`src/rtl/ok_status_pkg.sv`:
```
// Shared constants and types for the Opal Kelly status bank.
// Holds the ctrl_in bit positions, the bank state enum and word/LED widths.
package ok_status_pkg;

  localparam int OK_WORD_W = 16;
  localparam int LED_W     = 8;

  localparam int CTRL_MODE    = 0;
  localparam int CTRL_SNAP    = 1;
  localparam int CTRL_CLR     = 2;
  localparam int CTRL_LSEL_LO = 4;
  localparam int CTRL_LSEL_HI = 7;
  localparam int CTRL_AUTO    = 8;

  typedef enum logic {
    ST_LIVE,
    ST_FROZEN
  } state_e;

endpackage

```
`src/rtl/ok_led_scanner.sv`:
```
// LED display for the status bank: shows the low byte of one channel, active-low,
// either a fixed channel (clamped to the last one) or auto-scanning every LED_DWELL cycles.
module ok_led_scanner
  import ok_status_pkg::*;
#(
  parameter int NUM_CH    = 8,
  parameter int LED_DWELL = 25000000
) (
  input  logic                    clock,
  input  logic                    resetn,
  input  logic                    auto_en,
  input  logic [3:0]              led_sel,
  input  logic [NUM_CH*LED_W-1:0] led_bytes,
  output logic [LED_W-1:0]        lights
);

  localparam int              DW       = $clog2(LED_DWELL);
  localparam logic [DW-1:0]   DWELL_TC = DW'(LED_DWELL - 1);
  localparam logic [3:0]      LAST_CH  = 4'(NUM_CH - 1);

  logic [DW-1:0]    dwell_q, dwell_d;
  logic [3:0]       ch_q, ch_d;
  logic [LED_W-1:0] lights_q, lights_d;

  always_comb begin
    dwell_d = dwell_q;
    ch_d    = ch_q;
    if (auto_en) begin
      if (dwell_q == DWELL_TC) begin
        dwell_d = '0;
        ch_d    = (ch_q == LAST_CH) ? 4'd0 : ch_q + 4'd1;
      end else begin
        dwell_d = dwell_q + DW'(1);
      end
    end else begin
      // Leaving auto mode restarts the dwell so the next scan gets a full step.
      dwell_d = '0;
      ch_d    = ({1'b0, led_sel} >= 5'(NUM_CH)) ? LAST_CH : led_sel;
    end
    lights_d = ~led_bytes[int'(ch_q)*LED_W +: LED_W];
  end

  always_ff @(posedge clock) begin
    if (!resetn) begin
      dwell_q  <= '0;
      ch_q     <= '0;
      lights_q <= '1;
    end else begin
      dwell_q  <= dwell_d;
      ch_q     <= ch_d;
      lights_q <= lights_d;
    end
  end

  assign lights = lights_q;

endmodule

```
`src/rtl/ok_status_bank.sv`:
```
// Status/debug bank feeding okWireOut: live/frozen channels, snapshot counter, sticky capture, LED scan.
// Optional OK_STATUS_TIMESTAMP_EN latches a free-running cycle count into ts_out on each capture.
module ok_status_bank
  import ok_status_pkg::*;
#(
  parameter int NUM_CH    = 8,
  parameter int WIDTH     = OK_WORD_W,
  parameter int STICKY_CH = 0,
  parameter int LED_DWELL = 25000000
) (
  input  logic                    clock,
  input  logic                    resetn,
  input  logic [NUM_CH*WIDTH-1:0] status_in,
  input  logic [15:0]             ctrl_in,
  output logic [NUM_CH*WIDTH-1:0] wire_out,
  output logic [WIDTH-1:0]        sticky_out,
  output logic [7:0]              snap_count,
  output logic                    snap_done,
  output logic [31:0]             ts_out,
  output logic [7:0]              lights
);

  localparam int CW = CTRL_AUTO + 1;

  logic [CW-1:0]              ctrl_q, ctrl_d;
  logic [CTRL_CLR:CTRL_SNAP]  ctrl_dly_q, ctrl_dly_d;
  state_e                     state_q, state_d;
  logic [NUM_CH*WIDTH-1:0]    wire_q, wire_d;
  logic [WIDTH-1:0]           sticky_q, sticky_d;
  logic [7:0]                 snap_count_q, snap_count_d;
  logic                       snap_done_q, snap_done_d;
  logic                       snap_edge, clr_edge, capture;
  logic [WIDTH-1:0]           sticky_in;
  logic [NUM_CH*LED_W-1:0]    led_bytes;
  logic                       unused_ctrl;

  assign unused_ctrl = ^{ctrl_in[15:CW], ctrl_q[3]};
  assign sticky_in   = status_in[STICKY_CH*WIDTH +: WIDTH];
  assign snap_edge   = ctrl_q[CTRL_SNAP] & ~ctrl_dly_q[CTRL_SNAP];
  assign clr_edge    = ctrl_q[CTRL_CLR]  & ~ctrl_dly_q[CTRL_CLR];

  always_comb begin
    ctrl_d     = ctrl_in[CW-1:0];
    ctrl_dly_d = ctrl_q[CTRL_CLR:CTRL_SNAP];
    state_d    = state_q;
    wire_d     = wire_q;
    capture    = 1'b0;
    unique case (state_q)
      ST_LIVE: begin
        wire_d = status_in;
        // Freezing already captures, so a coincident snap edge is not counted again.
        if (ctrl_q[CTRL_MODE]) begin
          state_d = ST_FROZEN;
          capture = 1'b1;
        end else if (snap_edge) begin
          capture = 1'b1;
        end
      end
      ST_FROZEN: begin
        if (!ctrl_q[CTRL_MODE]) begin
          state_d = ST_LIVE;
        end else if (snap_edge) begin
          wire_d  = status_in;
          capture = 1'b1;
        end
      end
      default: state_d = ST_LIVE;
    endcase
    snap_count_d = snap_count_q + {7'd0, capture};
    snap_done_d  = capture;
    sticky_d     = clr_edge ? sticky_in : (sticky_q | sticky_in);
  end

  always_ff @(posedge clock) begin
    if (!resetn) begin
      ctrl_q       <= '0;
      ctrl_dly_q   <= '0;
      state_q      <= ST_LIVE;
      wire_q       <= '0;
      sticky_q     <= '0;
      snap_count_q <= '0;
      snap_done_q  <= 1'b0;
    end else begin
      ctrl_q       <= ctrl_d;
      ctrl_dly_q   <= ctrl_dly_d;
      state_q      <= state_d;
      wire_q       <= wire_d;
      sticky_q     <= sticky_d;
      snap_count_q <= snap_count_d;
      snap_done_q  <= snap_done_d;
    end
  end

`ifdef OK_STATUS_TIMESTAMP_EN
  logic [31:0] cyc_q, cyc_d, ts_q, ts_d;

  always_comb begin
    cyc_d = cyc_q + 32'd1;
    ts_d  = capture ? cyc_q : ts_q;
  end

  always_ff @(posedge clock) begin
    if (!resetn) begin
      cyc_q <= '0;
      ts_q  <= '0;
    end else begin
      cyc_q <= cyc_d;
      ts_q  <= ts_d;
    end
  end

  assign ts_out = ts_q;
`else
  assign ts_out = '0;
`endif

  always_comb begin
    led_bytes = '0;
    for (int k = 0; k < NUM_CH; k++) begin
      led_bytes[k*LED_W +: LED_W] = wire_q[k*WIDTH +: LED_W];
    end
  end

  ok_led_scanner #(
    .NUM_CH    (NUM_CH),
    .LED_DWELL (LED_DWELL)
  ) u_led_scanner (
    .clock     (clock),
    .resetn    (resetn),
    .auto_en   (ctrl_q[CTRL_AUTO]),
    .led_sel   (ctrl_q[CTRL_LSEL_HI:CTRL_LSEL_LO]),
    .led_bytes (led_bytes),
    .lights    (lights)
  );

  assign wire_out   = wire_q;
  assign sticky_out = sticky_q;
  assign snap_count = snap_count_q;
  assign snap_done  = snap_done_q;

endmodule

```
`config.mk`:
```
export PLATFORM = sky130hd
export DESIGN_NAME = ok_status_bank
export DESIGN_NICKNAME = d
export VERILOG_FILES = /design/src/rtl/ok_status_pkg.sv /design/src/rtl/ok_led_scanner.sv /design/src/rtl/ok_status_bank.sv
export SDC_FILE = /design/constraint.sdc
export NUM_CORES = 1
export LEC_CHECK = 0
export ABC_AREA = 1
export BUFFER_PORTS_ARGS = -buffer_cell sky130_fd_sc_hd__buf_2
export CORE_MARGIN = 5
export CORE_UTILIZATION = 45
export DETAILED_ROUTE_END_ITERATION = 12
export GPL_TIMING_DRIVEN = 0
export PLACE_DENSITY = 0.77
export SYNTH_ARGS = -nofsm -noshare
export SYNTH_HDL_FRONTEND = slang
export SYNTH_HIERARCHICAL = 1
export SYNTH_SLANG_ARGS = --single-unit
export TNS_END_PERCENT = 20
```
`constraint.sdc`:
```
create_clock -name clock -period 1.6 [get_ports clock]
set_input_delay 0.32 -clock clock [delete_from_list [all_inputs] [get_ports clock]]
set_output_delay 0.32 -clock clock [all_outputs]
set_load 0.05 [all_outputs]
```
# Word-level counts from Yosys, hierarchy flattened
# Cells that the tools add are included.
# op_classes
n_addsub	3
magnitude_cmp	1
eq_ne	5
n_shift	1
n_mux	13
n_bitwise	9
reduce_logical	2
# ops
op	n
128-bit two-way mux	2
128-bit case mux with 2 select lines	1
64-bit by 8-bit variable part select with 8-bit output	1
25-bit by 1-bit adder with 25-bit output, second input constant	1
25-bit == test, second input constant	1
16-bit two-way mux	1
4-bit two-way mux	4
16-bit OR	1
8-bit by 1-bit adder with 8-bit output	1
8-bit NOT	1
1-bit NOT	5
4-bit by 1-bit adder with 4-bit output, second input constant	1
4-bit by 3-bit == test with 1-bit output, second input constant	1
4-bit greater-or-equal comparator, second input constant	1
1-bit two-way mux	4
2-bit by 1-bit inequality test with 1-bit output, second input constant	2
3-bit OR reduction	1
1-bit bitwise AND	2
2-bit inequality test, second input constant	1
1-bit case mux with 2 select lines	1
2-bit AND reduction	1
# totals
regBits	202
input_bits	146
output_inout_bits	193
word_cells	44

# Longest topological paths before layout
# Gate-level depths: netlist of the first run.
# logic_depth
depth_word	6
ltp_mapped	13

# Cells and area by module
# Netlist of the first run, hierarchy kept.
# modules_own_cells
mod	instances	cells_each	area_each_um2	seq_area_each_um2
ok_status_bank	1	986	6740.2	3283.1
ok_led_scanner	1	364	2312.2	740.7

# Least setup slack after synthesis of the first run
# No wires, ideal clock.
# synth_path
kind	reg-to-reg
startpoint	reg ctrl_q[0]
endpoint	reg snap_count_q[4] (netlist: snap_count[4])
arrival_time_ns	1.513
setup_slack_ns	-0.032
stages_incl_launch_ff	11
path_buffers	1
synth_period_minus_slack_ns	1.632
cell_sequence	dfxtp_1 nand3_1 nand2_2 buf_2 nand2_1 inv_1 ha_1 ha_1 nand3_1 o21ai_0 a21oi_1
# synth_via
elab_chain_cells	3
# synth_lines
element	line	source
from (decl)	ok_status_bank.sv:25	logic [CW-1:0] ctrl_q, ctrl_d;
from (signal assigned)	ok_status_bank.sv:84	ctrl_q <= ctrl_d;
1-bit two-way mux, on equally long branches	ok_status_bank.sv:60, ok_status_bank.sv:52	
1-bit case mux with 2 select lines *	ok_status_bank.sv:48	unique case (state_q)
named net capture	ok_status_bank.sv:32	logic snap_edge, clr_edge, capture;
8-bit by 1-bit adder with 8-bit output *	ok_status_bank.sv:69	snap_count_d = snap_count_q + {7'd0, capture};
to (signal assigned)	ok_status_bank.sv:89	snap_count_q <= snap_count_d;
to (decl)	ok_status_bank.sv:30	logic [7:0] snap_count_q, snap_count_d;
# Mark *: on every way through the listed nets, which the timed path passes. The rest lies on a longest branch.
# A chain may end at the register's enable or synchronous reset.

# Worst setup path in the final report of the first run
# layout_path
startpoint	reg wire_q[53] (netlist: wire_out[53])
endpoint	out wire_out[53]
# layout_lines
element	line	source
from (decl)	ok_status_bank.sv:28	logic [NUM_CH*WIDTH-1:0] wire_q, wire_d;
from (signal assigned)	ok_status_bank.sv:87	wire_q <= wire_d;
to (decl)	ok_status_bank.sv:15	output logic [NUM_CH*WIDTH-1:0] wire_out,
# No word-level cell between the ends.

==> impl.org, run 1 <==
** Setup path
- The signal on the critical path passes through buf_2.
- The worst setup path is launched from a flip-flop.
- Data on the critical path is required at its endpoint by 1280 ps.
- Counting both buffers and inverters, the worst setup path holds a total of 1.
- In this run the critical register-to-register path is launched from u_led_scanner/ch_q[1].
- Cell count along the critical path :: 1
- The most critical setup path has its startpoint at wire_out[53].
- For this design, the slowest cell found on the critical path is sky130_fd_sc_hd__dfxtp_1.
- The worst register-to-register path ends at u_led_scanner/lights[3].
- Crit path max fanout :: 3
- Startpoint-to-endpoint class of the critical path :: flip-flop to output port
- For the worst setup path, the data arrival time is 1250 ps.
- R2r worst-path depth :: 4
- Crit-path leading delay family :: flip-flops
- Worst Setup End Kind :: output port
- The most critical setup path has its endpoint at wire_out[53].
- Crit-path max cell delay :: 440 ps
- For flop-to-flop paths, the worst setup slack is 60 ps.

** Layout
- Summing all non-filler instances in the final layout gives an area of 12,000 µm².
- After the flow finishes, the layout carries non-filler instances totaling 1,992.
- Of the cells placed in the final design, the portion with a size suffix greater than 1 is 0.259.
- After filler insertion, the fill cell instance count of the layout stands at 1,836.
- Net count of the finished layout :: 1,860
- Antenna fix cells :: 0
- Compared with the post-synthesis result, the final layout area differs by 32.3%.

** Logic synthesis
- Mean instance size in the synthesized netlist :: 6.71 µm²
- After synthesis, the largest family of logic cells by area is simple AND/OR/NAND/NOR gates.
- sky130_fd_sc_hd__dfxtp_1 takes more of the synthesized area than any other cell.
- Yosys attributes the largest share of cell area to sky130_fd_sc_hd__dfxtp_1 (44%), sky130_fd_sc_hd__nand2_1 (15%), sky130_fd_sc_hd__nor2_1 (15%).
- Adder-cell share of the synthesized area :: 0.00553
- Yosys warnings :: 6
- By instance count, the leading cell after synthesis is sky130_fd_sc_hd__nand2_1.
- Fraction of synthesis flops using an asynchronous set or reset pin :: 0
- Number of register bits inferred by synthesis :: 201
- Most used DFF post-synth :: sky130_fd_sc_hd__dfxtp_1
- Cell count after synthesis :: 1,350
- The complex-gate fraction of the synthesized area was 0.0628.
- Of the post-synthesis cell area, the dominant cell type holds 0.445.
- Synthesized-area fraction occupied by xor and xnor cells :: 0.00968
- By count the netlist is led by sky130_fd_sc_hd__nand2_1 (370), sky130_fd_sc_hd__nor2_1 (359), sky130_fd_sc_hd__dfxtp_1 (201).
- Synthesized-area fraction occupied by and/or/nand/nor cells :: 0.328
- Area of the mapped netlist :: 9050 µm²
- Yosys mapped a number of flops with a built-in enable equal to 0.
- Measured against the total synthesized area, the mux share comes to 0.
- Portion of the post-synthesis area used by sequential elements :: 0.445
- Distinct cell type count after synthesis :: 35

** Power
- Clock network fraction of design power :: 0.403
- Net Switching :: 0.00431 W
- Summed over all cells, the static leakage comes to 6.84 nW.
- Of the total power, the share spent switching nets is 0.312.
- Of the total power, combinational logic draws 0.198.
- VDD sags by at most 0.799 mV.
- Summing internal, switching and leakage power gives 0.0138 W.
- Portion of total power attributed to sequential cells :: 0.399
- The internal portion of the total power is 0.00952 W.
- Power Density :: 1160 nW/µm²

** Routing
- Number of nets still failing antenna checks after routing :: 0
- # DRC :: 0
- The final route contains 9,039 vias.
- Using the TritonRoute via totals, the vias-per-cell ratio works out to 4.54.
- Total Wirelength :: 27.0 mm
- After detailed routing, the average wire length per cell comes to 13.6 µm.
- After the first detailed-routing iteration, the DRC count stood at 567.
- Number of optimization iterations in the first detailed-route pass :: 5

** Clock tree
- After clock tree synthesis, the clock-pin slew on the worst setup and hold paths is 60 ps.
- In this run the clock root is driven by a sky130_fd_sc_hd__clkbuf_16.
- Buffer depth of the longest clock path :: 3
- Deepest level of the CTS H-tree :: 1
- The clock reaches the later pin of the worst-skew pair after 510 ps.
- TritonCTS clock tree :: done
- Number of buffers added by the clock tree synthesis step :: 23
- Clock net sink count :: 201

** STA
- Final critical-path required period :: 1570 ps
- Final critical-path setup slack :: 29.7 ps
- The max-slew violation total from the final report was 0.
- Hold is met by 20.1 ps.
- In the finished design, the share of the clock period the worst path needs comes to 0.981.
- Setup violations remaining at the end of the flow were counted as 0.
- The final count of hold timing violations came to 0.
- Based on the critical path, the design can be clocked at up to 0.637 GHz.
- Setup Skew :: 18.1 ps

** Placement
- OpenSTA, run right after detailed placement, puts the worst setup slack at -210 ps.
- Last weighted congestion value of the routability-driven placer :: 0.890
- Port Buffers :: 298
- DP Wirelength :: 20.8 mm
- Summing all placed instances gives a cell area of 11,000 µm².
- Total placed cells including tap cells :: 1,944

** GRT
- Entering global routing, the biggest net connects 14 pins.
- For this run, the total global-route usage over all layers was measured as 0.220.
- The number of antenna violations at the first check in global routing came to 0.
- The first global-routing pass estimated 42.8 mm of wire.
- Global route overflow :: 0
- The via count of the first global-routing pass is 8,414.

** Run status
- The flow ran to the end, and the final reports show no timing, DRC or antenna violations.

** Floorplan
- Floorplan core area :: 19,700 µm²
- The floorplan has 51 rows.
- The floorplan step set the die height to 152 µm.
- For this configuration, the core starts out at a cell density of 0.461.
- 339 I/O pins were placed.
- The floorplan step set the die width to 152 µm.
- Die Outline Area :: 23,100 µm²

** Run
- Across the run, the number of max-cap violations was 0.

** Worst hold path
- Class of the most critical hold timing path :: input pin to flip-flop
[layout by cell type, fill, tap and decap left out, types with 5 or more instances in the layout]
master	netlist	final
sky130_fd_sc_hd__nand2_1	370	369
sky130_fd_sc_hd__nor2_1	359	357
sky130_fd_sc_hd__buf_2	14	306
sky130_fd_sc_hd__dfxtp_1	201	197
sky130_fd_sc_hd__inv_1	174	172
sky130_fd_sc_hd__buf_4	35	39
sky130_fd_sc_hd__o21ai_0	40	37
sky130_fd_sc_hd__a21oi_1	33	33
sky130_fd_sc_hd__conb_1	1	32
sky130_fd_sc_hd__buf_6	23	24
sky130_fd_sc_hd__clkbuf_16	0	23
sky130_fd_sc_hd__nand3_1	18	17
sky130_fd_sc_hd__o211ai_1	16	16
sky130_fd_sc_hd__clkbuf_8	0	11
sky130_fd_sc_hd__buf_1	9	9
sky130_fd_sc_hd__o22ai_1	8	7
sky130_fd_sc_hd__dlygate4sd3_1	0	5
sky130_fd_sc_hd__xnor2_1	5	5
sky130_fd_sc_hd__xor2_1	5	5
[stage by stage]
| stage | utilization | setup TNS [ps] |
|---|---|---|
| global route | 0.609 | -10.2 |
| global placement | 0.559 | -1230 |
| detailed placement | 0.559 | -2090 |
| CTS | 0.606 | 0 |
| floorplan | - | 0 |
| finish | 0.609 | 0 |
[power groups by stage]
stage / registers [W] / clock network, W / logic (W)
2_1_floorplan: 0.00656 / 0 / 0.000996
3_3_place_gp: 0.00561 / 0 / 0.00267
3_5_place_dp: 0.00562 / 0 / 0.00270
4_1_cts: 0.00552 / 0.00569 / 0.00272
5_1_grt: 0.00556 / 0.00594 / 0.00293
6_report: 0.00552 / 0.00558 / 0.00274
[registers in the layout (all words and copies together) (netlist names)]
register	cells
wire_out	128
u_led_scanner/dwell_q	25
sticky_out	16
ctrl_q	8
snap_count	8
u_led_scanner/lights	8
u_led_scanner/ch_q	4
ctrl_dly_q	2
snap_done	1
state_q	1
[worst min-delay path by stage]
stage | start | slack [ps] | cells past startpoint | end
2_1_floorplan | ctrl_q[2] | 410 | 2 | ctrl_dly_q[2]
3_3_place_gp | ctrl_q[2] | 410 | 2 | ctrl_dly_q[2]
5_1_grt | ctrl_in[1] | 20 | 3 | ctrl_q[1]
6_report | ctrl_in[1] | 20 | 3 | ctrl_q[1]
3_5_place_dp | ctrl_q[2] | 420 | 2 | ctrl_dly_q[2]
4_1_cts | ctrl_in[1] | 9 | 3 | ctrl_q[1]
[layout make-up]
class | count | area, µm² | area share
buffer | 92 | 709 | 0.0592
clock buffer | 34 | 727 | 0.0607
clock inverter | 8 | 100 | 0.00836
inverter | 176 | 661 | 0.0552
multi-input combinational | 911 | 3850 | 0.322
sequential | 201 | 4030 | 0.336
tap | 265 | 332 | 0.0277
timing repair buffer | 305 | 1560 | 0.131
[layer usage]
| layer | vias to the layer above | GRT usage | part of all wire |
|---|---|---|---|
| met5 | - | 0 | 0 |
| met3 | 56 | 0.0684 | 0.086 |
| met2 | 316 | 0.387 | 0.49 |
| met4 | 0 | 0.0693 | 0.028 |
| li1 | 4682 | - | - |
| met1 | 3985 | 0.257 | 0.39 |
[cell families after synthesis]
family	count (synthesis)
flops	201
fa+ha+maj	4
buf+inv	269
other cells	1
xor+xnor	10
simple gates	764
compound gates	101
[worst reg2reg max path: cells and delay by family, from the launching register on]
family / cells / cell delay [ps]
flip-flops: 1 / 510
AO/OA/AOI/OAI: 3 / 570
buffers and inverters: 1 / 300
[what timing repair did]
| action | in CTS | in global routing |
|---|---|---|
| pin swaps | 2 | 2 |
| hold endpoints to repair | 5 | 0 |
| buffers inserted | 1 | 1 |
| hold buffers | 5 | 0 |
| setup endpoints to repair | 35 | 30 |
| gates resized for setup | 16 | 20 |
Note: power is estimated with default switching activity, not from simulation.
==> inputs of run 2 (changes only) <==
SETUP_SLACK_MARGIN = 0.5   (was unset)
==> run 2 against run 1 <==
Worst hold slack better by 6.3 ps. Critical path type is now flip-flop to flip-flop. Worst setup slack better by 87 ps. Fmax up 5.9%.
==> impl.org, run 2 (synthesized netlist as in run 1, its figures left out) <==
** Run status
- Run status :: completed

** Setup path
- Startpoint types :: flip-flop
- Worst Setup End Kind :: flip-flop
- Cell chain of the critical path :: inv_2, nand3_2, nand2_2, buf_6, nand2_4, inv_2, ha_4, ha_4, nand2_2, inv_2, nand2_2, nand2_1, nor2_1
- Critical path required time :: 2010 ps
- Critical-path top delay cell :: sky130_fd_sc_hd__dfxtp_2
- Arrival time worst endpoint :: 1890 ps
- The largest single stage delay on the critical path is 310 ps.
- Crit-path leading delay family :: simple AND/OR/NAND/NOR gates
- Together, buffers and inverters on the worst path number 4.
- Crit path max fanout :: 3
- The setup path with the least slack is of type flip-flop to flip-flop.
- In this run the register-to-register setup slack is 120 ps.

** Power
- Largest vdd supply drop :: 0.842 mV
- Pleak :: 7.51 nW
- Post-route total power :: 0.0142 W
- In this run the power density over the cells is 1020 nW/µm².

** Clock tree
- No sink is reached through more buffers than the 3 on the longest clock path.
- TritonCTS clock tree :: done
- CTS Root Buffer Type :: sky130_fd_sc_hd__clkbuf_16
- CTS built an H-tree with a depth of 1.
- Clock transition at path regs :: 60 ps
- CTS saw 201 sinks.
- Clk Latency, worst-skew pair :: 510 ps
- Counting the buffers created by CTS gives 22.

** Floorplan
- Starting utilization of the core area :: 0.461
- The die covers 23,100 µm².
- The core region is 19,700 µm².
- Die outline width :: 152 µm
- The floorplan has 51 rows.
- The die is 152 µm tall.
- Number of I/O pins :: 339

** Routing
- After detailed routing, the number of vias per cell comes to 4.68.
- # DRC :: 0
- The detailed router placed 9,678 vias in this run.
- For this block, the initial DRC count from the detailed router was 504.
- Total Wirelength :: 30.9 mm
- In this run the remaining antenna-violating nets after routing total 0.
- The first detailed-routing pass ran for 6 iterations.
- WL/cell :: 14.9 µm

** STA
- The max-slew violation total from the final report was 0.
- The final count of hold timing violations was 0.
- Setup Skew :: 21.3 ps
- The routed design could run at a clock period as short as 1480 ps.
- Final Setup Violations :: 0
- Final worst-path cycle share :: 0.927
- RSZ-0062 raised after global routing :: true
- Max Clk Rate :: 0.674 GHz

** Placement
- Area post-placement :: 11,100 µm²
- DP Wirelength :: 20.7 mm
- Input and output buffers added on the ports amount to 298.
- Routability-driven placement finished with a final weighted congestion of 0.929.

** GRT
- The number of antenna violations at the first check in global routing is 0.
- Number of global-route vias before repair :: 9,285
- Overall fraction of global-route tracks in use :: 0.241
- The first global-routing pass estimated 46.5 mm of wire.
- Pin count of the biggest net entering global routing :: 14
- Global route overflow :: 0

** Layout
- Leaving out fill and tap cells, the most frequent cell in the layout is sky130_fd_sc_hd__nand2_1.
- The register with the most flip-flops in the layout has 128 of them.
- Leaving out fill and tap cells, the most frequent cells in the layout are sky130_fd_sc_hd__nand2_1 (363), sky130_fd_sc_hd__nor2_1 (346), sky130_fd_sc_hd__buf_2 (210).
- Measured on the finished design, the core utilization comes to 0.705.
- For this run, the post-layout net count is 1,934.
- Of the cells placed in the final design, the portion with a size suffix greater than 1 is 0.365.
- Final Cell Area :: 13,900 µm²
- Area overhead of the layout relative to synthesis :: 53.1%

** Run
- Number of max-cap violations :: 0

** Worst hold path
- Class of the most critical hold timing path :: input pin to flip-flop
run 2: cell types whose count changed in the layout (fill, tap and decap cells not counted), sizes merged:
cell,change
bufinv,+1
inv,-2
clkinv,+2
dlygate4sd3,+1
diode,+1
clkinvlp,+1
buf,+76
clkbuf,-6
run 2: cell type report:
type,instances,area (µm²)
Fill cell,1483,5800
Sequential cell,201,4240
Multi-Input combinational cell,911,4070
Timing Repair Buffer,379,2990
Buffer,93,810
Inverter,176,669
Clock buffer,30,611
Tap cell,265,332
Clock inverter,10,143
Antenna cell,1,2.50
run 2: final timing paths:
path            startpoint             to  cells after the start
max          ctrl_dly_q[1]  snap_count[6]                     13
min             ctrl_in[5]      ctrl_q[5]                      3
max reg2reg  ctrl_dly_q[1]  snap_count[6]                     13
min reg2reg      ctrl_q[1]  ctrl_dly_q[1]                      2
run 2: report_power, final:
part | total [W] | switching (W) | leakage (nW) | internal (W)
clock network | 0.00524 | 0.00207 | 0.368 | 0.00317
logic | 0.00338 | 0.00217 | 5.43 | 0.00121
registers | 0.00553 | 0.000223 | 1.71 | 0.00531
total | 0.0142 | 0.00446 | 7.51 | 0.00969
run 2: tightest hold or removal path, delay by kind of cell:
kind | cells | cell delay (ps)
buffers and inverters | 2 | 130
AND/OR/NAND/NOR | 1 | 50
run 2: repair_timing:
action | in CTS | in global routing
buffers inserted | 61 | 13
hold buffers | 6 | 0
resized for setup | 302 | 220
pin swaps | 27 | 14
gates cloned | 1 | 0
endpoints found under the setup margin | 332 | 344
endpoints found under the hold margin | 6 | 0
run 2: layer usage:
layer	vias up	global-route usage	wire, µm
met2	359	0.434	15700
met5	-	0	0
met1	4379	0.267	11400
met4	0	0.103	1430
met3	102	0.0659	2280
li1	4838	-	-
run 2: metrics by stage:
step | instances | setup TNS (ps) | hold WS (ps) | setup WS, ps
2_1_floorplan | 1381 | 0 | 407 | 157
6_report | 2066 | 0 | 26.4 | 117
3_3_place_gp | 1944 | -928 | 412 | -148
4_1_cts | 2052 | 0 | 14.3 | 123
5_1_grt | 2065 | 0 | 27.6 | 46.0
3_5_place_dp | 1944 | -1390 | 430 | -167
==> inputs of run 3 (changes only) <==
BUFFER_PORTS_ARGS = -buffer_cell sky130_fd_sc_hd__buf_4   (was -buffer_cell sky130_fd_sc_hd__buf_2)
==> run 3 against run 2 <==
Die area stayed put. Highest routed layer unchanged. Sequential share of layout area decreased by 1.0 points. Sequential cell count unchanged. Worst hold slack worse by 15 ps. Combinational power rose by 4%. Fmax increased by 0.38%. Core utilization increased by 2.6 points. Count of clock-buffer cells in the layout grew 3. Cell count rose by 0.19%. Register-to-register slack about the same. Wire length up 1.3%.
==> impl.org, run 3 (synthesized netlist as in run 1, its figures left out) <==
** STA
- Timing would allow up to 0.677 GHz.
- Final Max Slew Viols :: 0
- Worst slew pin tran :: 526 ps
- Of the available clock period, the critical path in the final layout requires 0.924.
- WHS :: 11.7 ps
- The worst pin sits at a relative slew slack of 0.648.
- Setup repair after global routing could not meet its margin everywhere.
- Setup violations remaining at the end of the flow were counted as 0.
- Counting I/O delays and the setup requirement, the final critical path takes 1480 ps.
- Hold violation count in the final report :: 0
- Setup Skew :: 14.7 ps

** Layout
- Share of layout cells above drive strength 1 :: 0.358
- Net count of the finished layout :: 1,939
- Max FFs per register :: 128
- Share of the core filled with cells :: 0.731
- Compared with the post-synthesis result, the final layout area differs by 58.7%.
- Commonest non-fill, non-tap cell in the layout :: sky130_fd_sc_hd__nand2_1
- Most used cells in the layout excluding fill and tap cells :: sky130_fd_sc_hd__nand2_1 (364), sky130_fd_sc_hd__nor2_1 (339), sky130_fd_sc_hd__buf_4 (339)
- 0 antenna diodes ended up in the layout.
- Layout Cells excl Fill :: 2,070
- Final Cell Area :: 14,400 µm²

** Routing
- After detailed routing, the average wire length per cell comes to 15.1 µm.
- Total Wirelength :: 31.3 mm
- The pre-antenna-repair detailed-routing pass consisted of 5 iterations.
- In this run, the number of DRC markers left after iteration 0 of detailed routing was 548.
- # DRC :: 0
- Vias :: 9,722
- Vias per std cell :: 4.70
- Number of nets still failing antenna checks after routing :: 0

** Floorplan
- For this configuration, the core starts out at a cell density of 0.461.
- The die covers 23,100 µm².
- In this run the vertical extent of the chip is 152 µm.
- Number of cell rows :: 51
- Number of I/O pins :: 339
- Floorplan core area :: 19,700 µm²
- The die is 152 µm wide.

** GRT
- Pin count of the biggest net entering global routing :: 13
- The via count of the first global-routing pass was 8,872.
- Global route overflow :: 0
- Grt met3 use :: 0.0707
- For met1 alone, demand over resource in global routing was 0.263.
- Overall fraction of global-route tracks in use :: 0.237
- The first global-routing pass estimated 45.6 mm of wire.
- Initial antenna violation count :: 0
- The layer flagged by global routing as most heavily used is met2.
- Met2 usage :: 0.424

** Setup path
- Of all nets on the critical path, the largest fanout is 3.
- At the worst endpoint, the required time is 2000 ps.
- The worst setup path is launched from a flip-flop.
- Slack of the worst reg-to-reg path :: 120 ps
- Startpoint-to-endpoint class of the critical path :: flip-flop to flip-flop
- Data arrives at the worst endpoint at 1880 ps.
- The endpoint identified for the worst register-to-register timing path is snap_count[4].
- Origin of the critical flop-to-flop path :: ctrl_dly_q[1]
- Worst Setup End Kind :: flip-flop
- For the worst flop-to-flop path, the logic depth is 11.

** Worst hold path
- Worst Hold Depth :: 3
- Class of the most critical hold timing path :: input pin to flip-flop
- Origin of the worst min-delay path :: ctrl_in[5]
- The worst hold path terminates at ctrl_q[5].

** Placement
- Once placement finished, the instance area stood at 11,800 µm².
- Total placed cells including tap cells :: 1,944
- Input and output buffers added on the ports amount to 298.
- Last weighted congestion value of the routability-driven placer :: 0.920
- DP Wirelength :: 21.3 mm

** Clock tree
- Clock tree synthesis inserted a total of 23 buffers.
- After clock tree synthesis, the clock-pin slew on the worst setup and hold paths is 60 ps.
- Buffer depth of the longest clock path :: 3
- CTS Root Buffer Type :: sky130_fd_sc_hd__clkbuf_16
- Clk Latency, worst-skew pair :: 520 ps
- Deepest level of the CTS H-tree :: 1
- TritonCTS clock tree :: done
- The clock net in this run drives a total of 201 sinks.

** Power
- For this design the static power due to leakage is 7.70 nW.
- Power spread over the standard cell area amounts to 995 nW/µm².
- The worst-case IR drop observed on VDD is 0.909 mV.

** Run
- The tool flagged a number of max-cap violations equal to 0.

** Run status
- The flow ran to the end, and the final reports show no timing, DRC or antenna violations.
-- run 3: cell count changes in the layout (fill, tap and decap cells not counted), moves of 8 or more --
| cell | change |
|---|---|
| sky130_fd_sc_hd__nor2_2 | +8 |
| sky130_fd_sc_hd__buf_8 | -12 |
| sky130_fd_sc_hd__buf_2 | -201 |
| sky130_fd_sc_hd__dfxtp_2 | -26 |
| sky130_fd_sc_hd__buf_4 | +217 |
| sky130_fd_sc_hd__dfxtp_4 | +11 |
| sky130_fd_sc_hd__dfxtp_1 | +15 |
-- run 3: timing repair --
action                                  in CTS  in global routing
cloned                                       2                  4
hold buffers                                 3                  1
resized for setup                          196                176
endpoints found under the setup margin     327                343
setup buffers                               47                 28
endpoints found under the hold margin        3                  1
pin swaps                                   22                 12
-- run 3: worst max path at each step --
stage	startpoint	to
finish	ctrl_dly_q[1]	snap_count[4]
detailed placement	u_led_scanner/ch_q[0]	u_led_scanner/lights[2]
floorplan	ctrl_dly_q[1]	snap_count[6]
CTS	u_led_scanner/dwell_q[0]	u_led_scanner/dwell_q[2]
global placement	u_led_scanner/ch_q[0]	u_led_scanner/lights[2]
global route	u_led_scanner/dwell_q[21]	u_led_scanner/dwell_q[5]
-- run 3: routing by layer --
layer  vias up  part of all wire
met1      4406              0.37
met5         -                 0
met3        98             0.078
met4         0             0.046
li1       4850                 -
met2       368              0.50
-- run 3: worst max-delay path, stage by stage, from the launching register on --
cell and delay [ps]:
sky130_fd_sc_hd__dfxtp_2 320, sky130_fd_sc_hd__inv_2 70, sky130_fd_sc_hd__nand3_2 60, sky130_fd_sc_hd__nand2_2 70
sky130_fd_sc_hd__buf_6 100, sky130_fd_sc_hd__nand2_4 40, sky130_fd_sc_hd__inv_2 60, sky130_fd_sc_hd__ha_4 160
sky130_fd_sc_hd__ha_4 170, sky130_fd_sc_hd__nand3_4 90, sky130_fd_sc_hd__o21ai_2 150, sky130_fd_sc_hd__a21oi_1 50
-- run 3: stage by stage --
step / power, W / worst slack (ps) / setup TNS, ps
global placement: 0.00856 / -102 / -300
global route: 0.0148 / 57.1 / 0
finish: 0.0143 / 122 / 0
CTS: 0.0141 / 146 / 0
floorplan: 0.00757 / 157 / 0
detailed placement: 0.00860 / -124 / -423
-- run 3: area by class of cell --
cell class | count | area [µm²]
fill | 1494 | 5290
sequential | 201 | 4250
multi-input combinational | 911 | 4050
timing repair buffer | 383 | 3500
buffer | 93 | 818
inverter | 176 | 672
clock buffer | 33 | 653
tap | 265 | 332
clock inverter | 8 | 96.3
-- run 3: power breakdown --
group / switching (W) / leakage, nW / internal [W]
clock: 0.00209 / 0.368 / 0.00316
combinational: 0.00217 / 5.62 / 0.00136
sequential: 0.000217 / 1.71 / 0.00530
